<file path="src/rtl/dr_ctrl_pkg.sv">
// Shared types and dual-rail helpers for the dual-rail handshake controller.
// Helpers work on a fixed maximum width; callers zero-extend and truncate.
package dr_ctrl_pkg;

    localparam int DR_MAX_W = 64;

    typedef enum logic [2:0] {
        CDRST,
        WAITSP,
        IDLE,
        DATA,
        CAPTURE,
        HOLD,
        SPACER,
        ERR
    } state_t;

    // Result is {rail1, rail0}: true rails carry the word, false rails its complement.
    function automatic logic [2*DR_MAX_W-1:0] dr_encode(input logic [DR_MAX_W-1:0] word);
        return {word, ~word};
    endfunction

    function automatic logic dr_illegal(input logic [DR_MAX_W-1:0] rail1,
                                        input logic [DR_MAX_W-1:0] rail0);
        return |(rail1 & rail0);
    endfunction

endpackage

</file>
<file path="src/rtl/dr_cd_sync.sv">
// Multi-flop synchroniser for the asynchronous completion-detector output.
module dr_cd_sync #(
    parameter int STAGES = 2
) (
    input  logic clk,
    input  logic rst,
    input  logic d,
    output logic q
);

    logic [STAGES-1:0] sync_reg;

    always_ff @(posedge clk or posedge rst) begin
        if (rst) begin
            sync_reg <= '0;
        end else begin
            sync_reg <= {sync_reg[STAGES-2:0], d};
        end
    end

    assign q = sync_reg[STAGES-1];

endmodule

</file>
<file path="src/rtl/dr_handshake_ctrl.sv">
// Four-phase sequencer bridging a valid/ready operand port to a dual-rail
// datapath, pacing data and spacer phases from the synchronised completion signal.
module dr_handshake_ctrl #(
    parameter int IN_W        = 16,
    parameter int OUT_W       = 2,
    parameter int SYNC_STAGES = 2,
    parameter int TIMEOUT     = 255,
    parameter int CD_RST_CYC  = 2
) (
    input  logic             clk,
    input  logic             rst,
    input  logic             in_valid,
    output logic             in_ready,
    input  logic [IN_W-1:0]  in_data,
    output logic [IN_W-1:0]  dr_in_1,
    output logic [IN_W-1:0]  dr_in_0,
    input  logic             cd_q,
    output logic             cd_sdn,
    input  logic [OUT_W-1:0] dr_out_1,
    input  logic [OUT_W-1:0] dr_out_0,
    output logic             out_valid,
    input  logic             out_ready,
    output logic [OUT_W-1:0] out_data,
    output logic             out_err,
    output logic             err_timeout,
    input  logic             err_clr,
    output logic             busy
);

    import dr_ctrl_pkg::*;

    localparam int CNT_MAX = (TIMEOUT > CD_RST_CYC) ? TIMEOUT : CD_RST_CYC;
    localparam int CNT_W   = $clog2(CNT_MAX + 1);
    localparam logic [CNT_W-1:0] TO_LAST  = CNT_W'(TIMEOUT - 1);
    localparam logic [CNT_W-1:0] RST_LAST = CNT_W'(CD_RST_CYC - 1);

    state_t           state;
    logic [CNT_W-1:0] cnt;
    logic             cd_s;

    dr_cd_sync #(
        .STAGES(SYNC_STAGES)
    ) u_cd_sync (
        .clk(clk),
        .rst(rst),
        .d  (cd_q),
        .q  (cd_s)
    );

    // The counter free-runs and is zeroed on every transition, so it always
    // holds the number of cycles already spent in the current state.
    always_ff @(posedge clk or posedge rst) begin
        if (rst) begin
            state       <= CDRST;
            cnt         <= '0;
            dr_in_1     <= '0;
            dr_in_0     <= '0;
            out_data    <= '0;
            out_valid   <= 1'b0;
            out_err     <= 1'b0;
            in_ready    <= 1'b0;
            err_timeout <= 1'b0;
            cd_sdn      <= 1'b0;
            busy        <= 1'b1;
        end else begin
            cnt <= cnt + 1'b1;
            if (err_clr) begin
                err_timeout <= 1'b0;
            end
            case (state)
                CDRST: begin
                    if (cnt == RST_LAST) begin
                        cd_sdn <= 1'b1;
                        state  <= WAITSP;
                        cnt    <= '0;
                    end
                end
                WAITSP: begin
                    if (!cd_s) begin
                        in_ready <= 1'b1;
                        busy     <= 1'b0;
                        state    <= IDLE;
                        cnt      <= '0;
                    end else if (cnt == TO_LAST) begin
                        state <= ERR;
                        cnt   <= '0;
                    end
                end
                IDLE: begin
                    cnt <= '0;
                    if (in_valid && in_ready) begin
                        dr_in_1  <= IN_W'(dr_encode(DR_MAX_W'(in_data)) >> DR_MAX_W);
                        dr_in_0  <= IN_W'(dr_encode(DR_MAX_W'(in_data)));
                        in_ready <= 1'b0;
                        busy     <= 1'b1;
                        state    <= DATA;
                    end
                end
                DATA: begin
                    // Completion seen on the last allowed cycle still counts as success.
                    if (cd_s) begin
                        state <= CAPTURE;
                        cnt   <= '0;
                    end else if (cnt == TO_LAST) begin
                        state <= ERR;
                        cnt   <= '0;
                    end
                end
                CAPTURE: begin
                    out_data  <= dr_out_1;
                    out_err   <= dr_illegal(DR_MAX_W'(dr_out_1), DR_MAX_W'(dr_out_0));
                    out_valid <= 1'b1;
                    state     <= HOLD;
                    cnt       <= '0;
                end
                HOLD: begin
                    cnt <= '0;
                    if (out_ready) begin
                        out_valid <= 1'b0;
                        dr_in_1   <= '0;
                        dr_in_0   <= '0;
                        state     <= SPACER;
                    end
                end
                SPACER: begin
                    if (!cd_s) begin
                        in_ready <= 1'b1;
                        busy     <= 1'b0;
                        state    <= IDLE;
                        cnt      <= '0;
                    end else if (cnt == TO_LAST) begin
                        state <= ERR;
                        cnt   <= '0;
                    end
                end
                ERR: begin
                    err_timeout <= 1'b1;
                    dr_in_1     <= '0;
                    dr_in_0     <= '0;
                    out_valid   <= 1'b0;
                    cd_sdn      <= 1'b0;
                    state       <= CDRST;
                    cnt         <= '0;
                end
                default: begin
                    state <= CDRST;
                    cnt   <= '0;
                end
            endcase
        end
    end

endmodule

</file>
<file path="config.mk">
export PLATFORM = sky130hd
export DESIGN_NAME = dr_handshake_ctrl
export DESIGN_NICKNAME = d
export VERILOG_FILES = /design/src/rtl/dr_ctrl_pkg.sv /design/src/rtl/dr_cd_sync.sv /design/src/rtl/dr_handshake_ctrl.sv
export SDC_FILE = /design/constraint.sdc
export NUM_CORES = 1
export LEC_CHECK = 0
export ABC_AREA = 1
export BUFFER_PORTS_ARGS = -buffer_cell sky130_fd_sc_hd__buf_4
export CAP_MARGIN = 20
export CORE_UTILIZATION = 56
export DETAILED_ROUTE_END_ITERATION = 16
export GPL_TIMING_DRIVEN = 0
export HOLD_SLACK_MARGIN = 0.02
export PLACE_DENSITY = 0.84
export SKIP_CTS_REPAIR_TIMING = 1
export SYNTH_ARGS = -nofsm -noshare
export SYNTH_HDL_FRONTEND = slang
export SYNTH_SLANG_ARGS = --single-unit
</file>
<file path="constraint.sdc">
create_clock -name clk -period 3.2 [get_ports clk]
set_input_delay 0.64 -clock clk [delete_from_list [all_inputs] [get_ports clk]]
set_output_delay 0.64 -clock clk [all_outputs]
set_load 0.005 [all_outputs]
</file>
==> flow_metrics.tcl, run 1 <==
set metrics [dict create \
    cts.clk_slew.worst_paths_ps 90 \
    htreeDepth 2 \
    dieArea_um2 4650 \
    synthToLayoutAreaGrowth_pct 26.6 \
    crit_top_cell "nand2_1" \
    antenna_found_initial 0 \
    synthXorXnorAreaFrac_pct 1.78 \
    slowest_delay_ps 430 \
    muxShareOfSynthArea_pct 0 \
    vias 2162 \
    root_buffer "clkbuf_8" \
    r2r_cells 9 \
    async_reset_ff_share_pct 100 \
    utilization_pct 75.5 \
    crit_type "register to register" \
    rows 23 \
    synth.cell_area_um2 2450 \
    synth_nets 335 \
    rrSetupSlack_ps 1520 \
    worst-path-buf-inv 3 \
    synth_top_family_by_area "simple AND/OR/NAND/NOR gates" \
    reg2reg_to "dr_in_0[1]$_DFFE_PP0P_" \
    path_cells "inv_1 -> nand3_2 -> nor2_1 -> nor2_2 -> o21ai_4 -> inv_2 -> buf_2 -> nand2_1 -> nand2_1" \
    status "finished, final reports clean" \
    arrival_ps 1870 \
    dpl-instance-area_um2 3020 \
    synth-compound-area-share_pct 6.68 \
    slowest_stage "dfrtp_1" \
    ys_seq_area_share_pct 54.1 \
    min_period_over_period_pct 52.7 \
    rsz0062_at_grt "false" \
    fill_cells 316 \
    crit_family "simple AND/OR/NAND/NOR gates" \
    dr.pass1.iters 4 \
    fin_cells 430 \
    die_w_um 68.2 \
    skew_ps 9.12 \
    ys_seq_elements 53 \
    fin_ws_ps 1520 \
    grt_max_degree 38 \
    n_antenna_cell 0 \
    ir_drop_uv 472 \
    numCtsBuffers 5 \
    ys.flop_type "dfrtp_1" \
    hpwlAfterDp_um 3990 \
    ys_warn_count 0 \
    grt_pass1_vias 1992 \
    synth_area_per_cell_um2 8.02 \
    die_h_um 68.2 \
    post-route-drc-count 0 \
    start_util_pct 59.6 \
    synth.top_cell.area_share_pct 53.0 \
    p_sw_mw 1.15 \
    slew_headroom_pct 70.5 \
    numClockSinks 53 \
    synth_fa_ha_area_share_pct 1.53 \
    cp-end-kind "register" \
    layout.nets 408 \
    synthDistinctLibCells 26 \
    synth_top_area_cell "dfrtp_1" \
    drv_slew 0 \
    via_per_inst 5.03 \
    layout_min_cycle_time_ps 1680 \
    stdcell_area_um2 3110 \
    io_buffer_count 65 \
    drive_gt1_share_pct 23.2 \
    synth_area_leaders "dfrtp_1, nand2_1, nor2_1, o21ai_0, inv_1" \
    swShare_pct 39.9 \
    power.leakage_nw 1.69 \
    reg2reg_from "state[2]$_DFFE_PP0P_" \
    hold_path.class "input pin to async pin" \
    synth-edff-count 0 \
    fin_setup_tns_ps 0 \
    layout_commonest_cell "nand2_1" \
    drt-wirelength-per-cell_um 12.3 \
    cp_max_fo 10 \
    dp_slack_ps 1440 \
    core_area_um2 4120 \
    whs_ps 305 \
    wirelength_um 5280 \
    postRouteAntennaNets 0 \
    grt_use_total_pct 25.6 \
    grt_pass1_wl_um 8760 \
    drv_cap 0 \
    p_comb_share_pct 48.8 \
    io_pins 66 \
    hold_viol 0 \
    setup_viol 0 \
    dr.first_iter.drc_count 223 \
    grt-ovfl-total 0 \
    insertion_delay_ps 300 \
    max_clock_freq_mhz 594 \
    final_cell_mix "nand2_1, buf_4, dfrtp_1, nor2_1, inv_1" \
    syn_inst 306 \
    clkPwrFrac_pct 12.4 \
    required_ps 3390 \
    intPower_mw 1.74 \
    seq_power_share_pct 38.8 \
    placed_cells 422 \
    largestRegisters "dr_in_0: 16 flops, dr_in_1: 16 flops, cnt: 8 flops" \
    yosys.area_share.simple_pct 29.5 \
    worst-path-stages 9 \
    worst_slew_pin_slew_ps 443 \
    start_kind "register" \
    cts.path.max_buffers 2 \
    place_congestion 0.874 \
    finalPower_mw 2.89 \
    cts_tree "done" \
    powerDensity_nw_per_um2 931 \
]
==> layer usage <==
layer / routed length, µm / up-vias / global-route usage [%]
met5: 0 / - / 0
met4: 77 / 0 / 9.38
met3: 262 / 9 / 5.50
met2: 2630 / 58 / 42.4
met1: 2310 / 997 / 32.7
li1: - / 1098 / -
==> cells in the mapped netlist, types with 2 or more instances <==
cell type  count
o21ai_0       19
ha_1           3
a21oi_1        2
buf_6          3
dfrtp_1       52
buf_2          3
nor3_1         2
nor2_1        42
o21ai_1        4
xor2_1         4
nand3_1       11
clkbuf_1       3
nand2_1      123
inv_1         22
inv_2          2
==> final cells by class <==
type                    count  area (µm²)  area share [%]
multi-input cells         219         968            31.2
plain buffers              10        67.6            2.18
flip-flops and latches     53        1330            42.7
inverters                  24        90.1            2.90
repair buffers             66         508            16.4
clock buffers               7        76.3            2.46
clock inverters             1        5.00           0.161
well taps                  50        62.6            2.01
==> how the worst max path moves through the flow <==
stage / end / slack, ps / start
after floorplan: cd_sdn$_DFFE_PP0P_ / 1280 / rst
after global placement: dr_in_0[12]$_DFFE_PP0P_ / 640 / rst
after detailed placement: dr_in_0[7]$_DFFE_PP0P_ / 1440 / in_valid
after CTS: dr_in_0[1]$_DFFE_PP0P_ / 1510 / state[2]$_DFFE_PP0P_
after global routing: dr_in_0[1]$_DFFE_PP0P_ / 1370 / state[2]$_DFFE_PP0P_
final: dr_in_0[1]$_DFFE_PP0P_ / 1520 / state[2]$_DFFE_PP0P_
==> power by group through the flow <==
stage / sequential [mW] / combinational, mW / clock [mW]
after global routing: 1.16 / 1.62 / 0.395
after detailed placement: 1.13 / 1.41 / 0
after CTS: 1.12 / 1.43 / 0.368
final: 1.12 / 1.41 / 0.358
after global placement: 1.13 / 1.36 / 0
after floorplan: 1.13 / 0.819 / 0
==> kinds of logic (layout without fill, tap and decap cells) <==
logic type,Yosys count,count (layout)
compound gates,29,29
xor+xnor,5,5
fa+ha+maj,3,3
buf+inv,34,108
flops,53,53
simple gates,182,182
(Power assumes the default switching activity.)
==> run 2: changes to the inputs <==
Settings changed: ABC_AREA 1 to 0, CORE_UTILIZATION 56 to 51, PLACE_DENSITY 0.84 to 0.78.
Clock period 3.2 ns to 1.68 ns, I/O delays scaled along.
==> flow_metrics.tcl, run 2 <==
set metrics [dict create \
    status "complete, but fails checks" \
    violations "setup timing" \
    post-route-drc-count 0 \
    fin_ws_ps -120 \
    ys.flop_type "dfrtp_1" \
    io_pins 66 \
    ys_seq_area_share_pct 56.1 \
    synth.cell_area_um2 2360 \
    dr.first_iter.drc_count 113 \
    layout_min_cycle_time_ps 1800 \
    start_util_pct 53.6 \
    crit_type "register to register" \
    synth_area_per_cell_um2 10.0 \
    root_buffer "clkbuf_8" \
    rsz0062_at_grt "true" \
    utilization_pct 69.6 \
    powerDensity_nw_per_um2 1790 \
    synth-edff-count 0 \
    cp-end-kind "register" \
    die_h_um 70.1 \
    drive_gt1_share_pct 30.1 \
    routed.top_layer "met4" \
    ir_drop_uv 774 \
    start_kind "register" \
    slew_headroom_pct 69.4 \
    seq_power_share_pct 39.8 \
    grt-ovfl-total 0 \
    dieArea_um2 4910 \
    placed_cells 354 \
    wl_met2_um 2460 \
    vias 1939 \
    dpl-instance-area_um2 2940 \
    drv_cap 0 \
    insertion_delay_ps 310 \
    hpwlAfterDp_um 3790 \
    max_clock_freq_mhz 556 \
    p_sw_mw 2.05 \
    stdcell_area_um2 3070 \
    dr.pass1.iters 4 \
    synth_nets 265 \
    setup_viol 9 \
    intPower_mw 3.45 \
    layout.nets 340 \
    final_cell_mix "buf_4, dfrtp_1, o21ai_1, nand3_1, inv_1" \
    fin_cells 364 \
    largestRegisters "dr_in_0: 16 flops, dr_in_1: 16 flops, cnt: 8 flops" \
    synth.top_cell.area_share_pct 55.0 \
    grt_pass1_wl_um 8690 \
    postRouteAntennaNets 0 \
    synthToLayoutAreaGrowth_pct 29.9 \
    skew_ps 15.0 \
    cts_tree "done" \
    synth_common_cells "dfrtp_1, o21ai_1, inv_1, nand3_1, o21a_1" \
    grt_use_total_pct 22.3 \
    met1_length_um 2340 \
    power.leakage_nw 1.41 \
    htreeDepth 2 \
    ys_seq_elements 53 \
    synth_top_area_cell "dfrtp_1" \
    die_w_um 70.1 \
    ys_warn_count 0 \
    io_buffer_count 65 \
    place_congestion 0.800 \
    cts.clk_slew.worst_paths_ps 90 \
    numClockSinks 53 \
    drv_slew 0 \
    required_ps 1890 \
    n_antenna_cell 0 \
    finalPower_mw 5.50 \
    arrival_ps 2010 \
    synthDistinctLibCells 35 \
    hold_viol 0 \
    wirelength_um 5140 \
    core_area_um2 4410 \
    cts.path.max_buffers 2 \
    async_reset_ff_share_pct 100 \
    syn_inst 236 \
    worst_slew_pin_slew_ps 459 \
    grt_max_degree 39 \
    yosysMostFrequentCell "dfrtp_1" \
    layout_commonest_cell "buf_4" \
    rows 24 \
    clkPwrFrac_pct 13.1 \
    dr_wl_met3_um 290 \
    via_per_inst 5.33 \
    drt-wirelength-per-cell_um 14.1 \
    swShare_pct 37.3 \
    p_comb_share_pct 47.1 \
    cp_max_fo 6 \
    antenna_found_initial 0 \
    hold_path.class "input pin to register" \
    synth_area_leaders "dfrtp_1, o21ai_1, o21a_1, nand3_1, inv_1" \
    min_period_over_period_pct 107 \
    grt_pass1_vias 1905 \
    numCtsBuffers 5 \
]
-- run 2: cell types whose count changed in the layout (fill, tap and decap cells not counted), sizes merged, moves of 2 or more --
cell	before	now
clkinvlp	0	2
mux2	0	2
nand2	123	10
a22oi	0	2
o21ai	24	42
nand3	12	23
and2	0	2
o21a	0	16
a31oi	0	2
nor2	43	12
clkbuf	10	14
nor2b	0	3
-- run 2: power groups by stage --
stage,Combinational [mW],Sequential [mW],Clock (mW)
finish,2.59,2.19,0.721
detailed placement,2.53,2.21,0
CTS,2.53,2.18,0.728
global placement,2.45,2.18,0
global route,2.88,2.26,0.774
floorplan,1.41,2.18,0
-- run 2: worst paths after layout --
check                           slack, ps                       startpoint  depth (start not counted)                              end
worst max-delay path                 -120                 cnt[1]$_DFF_PP0_                          6             state[0]$_DFFE_PP0P_
worst min-delay path                  130                             cd_q                          1  u_cd_sync.sync_reg[0]$_DFF_PP0_
worst max register to register       -120                 cnt[1]$_DFF_PP0_                          6             state[0]$_DFFE_PP0P_
worst min register to register        360  u_cd_sync.sync_reg[0]$_DFF_PP0_                          0  u_cd_sync.sync_reg[1]$_DFF_PP0_
max in group asynchronous             570                              rst                          4                 busy$_DFFE_PP1P_
min in group asynchronous             540                              rst                          3          dr_in_1[15]$_DFFE_PP0P_
-- run 2: through the flow --
step	setup WS, ps	TNS [ps]	hold WS [ps]
after floorplan	2.69	0	331
after CTS	-143	-2780	-3.79
after global routing	-219	-1760	123
final	-120	-797	135
after global placement	-588	-32840	333
after detailed placement	-142	-2550	332
-- run 2: cells by family (layout without fill, tap and decap cells) --
family          count (synthesis)  after routing  synth area share [%]
compound gates                 74             74                  19.3
flops                          53             53                  56.1
buf+inv                        37            113                  6.24
mux                             2              2                 0.952
xor+xnor                        7              7                  2.59
fa+ha+maj                       3              3                  1.59
simple gates                   60             60                  13.2
-- run 2: critical path: stages, from the launching register on --
cell      delay, ps
dfrtp_1         440
inv_1            70
ha_1            120
or4b_4          460
nor4_4          220
a21oi_1         130
o311ai_2        260
-- run 2: cell type report --
cell class,count,area [µm²]
plain buffers,12,63.8
clock buffers,6,72.6
clock inverters,2,15.0
fillers,349,1340
inverters,24,90.1
multi-input cells,146,905
flip-flops and latches,53,1330
well taps,52,65.1
repair buffers,69,533
-- run 2: per-layer routing --
layer,up-vias,GRT usage [%]
li1,959,-
met1,912,29.5
met2,62,37.3
met3,6,4.76
met4,0,6.22
met5,-,0
==> run 3: changes to the inputs <==
Clock period 1.68 ns to 1.67 ns, I/O delays scaled along.
==> flow_metrics.tcl, run 3 (synthesized netlist as in run 2, its figures left out) <==
set metrics [dict create \
    cts.clk_slew.worst_paths_ps 90 \
    slew_headroom_pct 72.5 \
    start_kind "register" \
    largestRegisters "dr_in_0: 16 flops, dr_in_1: 16 flops, cnt: 8 flops" \
    fin_setup_tns_ps -735 \
    io_buffer_count 65 \
    finalPower_mw 5.79 \
    insertion_delay_ps 310 \
    grt_pass1_wl_um 8540 \
    reg2reg_from "cnt[1]$_DFF_PP0_" \
    max_clock_freq_mhz 569 \
    io_pins 66 \
    skew_ps 8.09 \
    hold_path.class "input pin to register" \
    slowest_stage "or4b_4" \
    vias 1976 \
    post-route-drc-count 0 \
    path_cells "inv_2 -> ha_4 -> or4b_4 -> nor4_4 -> o32a_2 -> nor2_1" \
    slowest_delay_ps 460 \
    power.leakage_nw 1.46 \
    drive_gt1_share_pct 32.8 \
    numCtsBuffers 5 \
    antenna_found_initial 0 \
    via_per_inst 5.36 \
    cts.path.max_buffers 2 \
    drv_cap 0 \
    utilization_pct 71.5 \
    start_util_pct 53.6 \
    grt_use_total_pct 21.8 \
    dr.first_iter.drc_count 133 \
    whs_ps 135 \
    htreeDepth 2 \
    drv_slew 0 \
    arrival_ps 1950 \
    place_congestion 0.785 \
    grt_pass1_vias 1903 \
    dp_slack_ps -120 \
    cp_max_fo 8 \
    hp-start "cd_q" \
    ir_drop_uv 803 \
    numClockSinks 53 \
    die_w_um 70.1 \
    hpwlAfterDp_um 3740 \
    dpl-instance-area_um2 2940 \
    dieArea_um2 4910 \
    die_h_um 70.1 \
    core_area_um2 4410 \
    drt-wirelength-per-cell_um 13.9 \
    required_ps 1860 \
    n_antenna_cell 0 \
    stdcell_area_um2 3160 \
    grt_max_degree 39 \
    hold_viol 0 \
    fin_ws_ps -88.5 \
    root_buffer "clkbuf_8" \
    cts_tree "done" \
    rows 24 \
    layout_min_cycle_time_ps 1760 \
    rsz0062_at_grt "true" \
    synthToLayoutAreaGrowth_pct 33.4 \
    fill_cells 339 \
    crit_family "simple AND/OR/NAND/NOR gates" \
    rrSetupSlack_ps -90 \
    min_period_over_period_pct 105 \
    layout_commonest_cell "buf_4" \
    powerDensity_nw_per_um2 1840 \
    startpoint "cnt[1]$_DFF_PP0_" \
    postRouteAntennaNets 0 \
    crit_type "register to register" \
    grt-ovfl-total 0 \
    worst_slew_pin_slew_ps 412 \
    setup_viol 9 \
    violations "setup timing" \
    final_cell_mix "buf_4, dfrtp_1, o21ai_1, nand3_1, inv_1" \
    wirelength_um 5130 \
    fin_cells 369 \
    layout.nets 345 \
    cp-end-kind "register" \
    status "complete, but fails checks" \
    placed_cells 354 \
    worst-path-buf-inv 1 \
    dr.pass1.iters 4 \
]
## run 3: path summary, 6_finish.rpt
check / end / cells past startpoint
max: cnt[3]$_DFF_PP0_ / 6
min: u_cd_sync.sync_reg[0]$_DFF_PP0_ / 1
max reg2reg: cnt[3]$_DFF_PP0_ / 6
min reg2reg: u_cd_sync.sync_reg[1]$_DFF_PP0_ / 0
max in group asynchronous: busy$_DFFE_PP1P_ / 4
min in group asynchronous: out_data[0]$_DFFE_PP0P_ / 3
## run 3: layout make-up
cell class              instances  area, µm²  area share [%]
flip-flops and latches         53       1330            42.1
multi-input cells             146        917            29.1
repair buffers                 74        571            18.1
inverters                      24       90.1            2.85
clock buffers                   6       82.6            2.62
well taps                      52       65.1            2.06
plain buffers                  12       62.6            1.98
clock inverters                 2       37.5            1.19
## run 3: metal layers
layer  track usage, %  vias to the layer above  wire [µm]
met5                0                        -          0
met2             38.1                       55       2610
met4             5.33                        0         33
li1                 -                      969          -
met1             27.2                      948       2230
met3             5.34                        4        257
## run 3: worst reg2reg max path, cell delays in order, from the launching register on
cell and delay [ps]:
dfrtp_2 440, inv_2 70, ha_4 110, or4b_4 460
nor4_4 220, o32a_2 290, nor2_1 70
## run 3: where the power goes
part	total (mW)	switching (mW)	internal, mW	leakage [nW]
clock network	0.914	0.426	0.488	0.0574
registers	2.19	0.358	1.83	0.632
logic	2.69	1.28	1.41	0.771
total	5.79	2.06	3.73	1.46
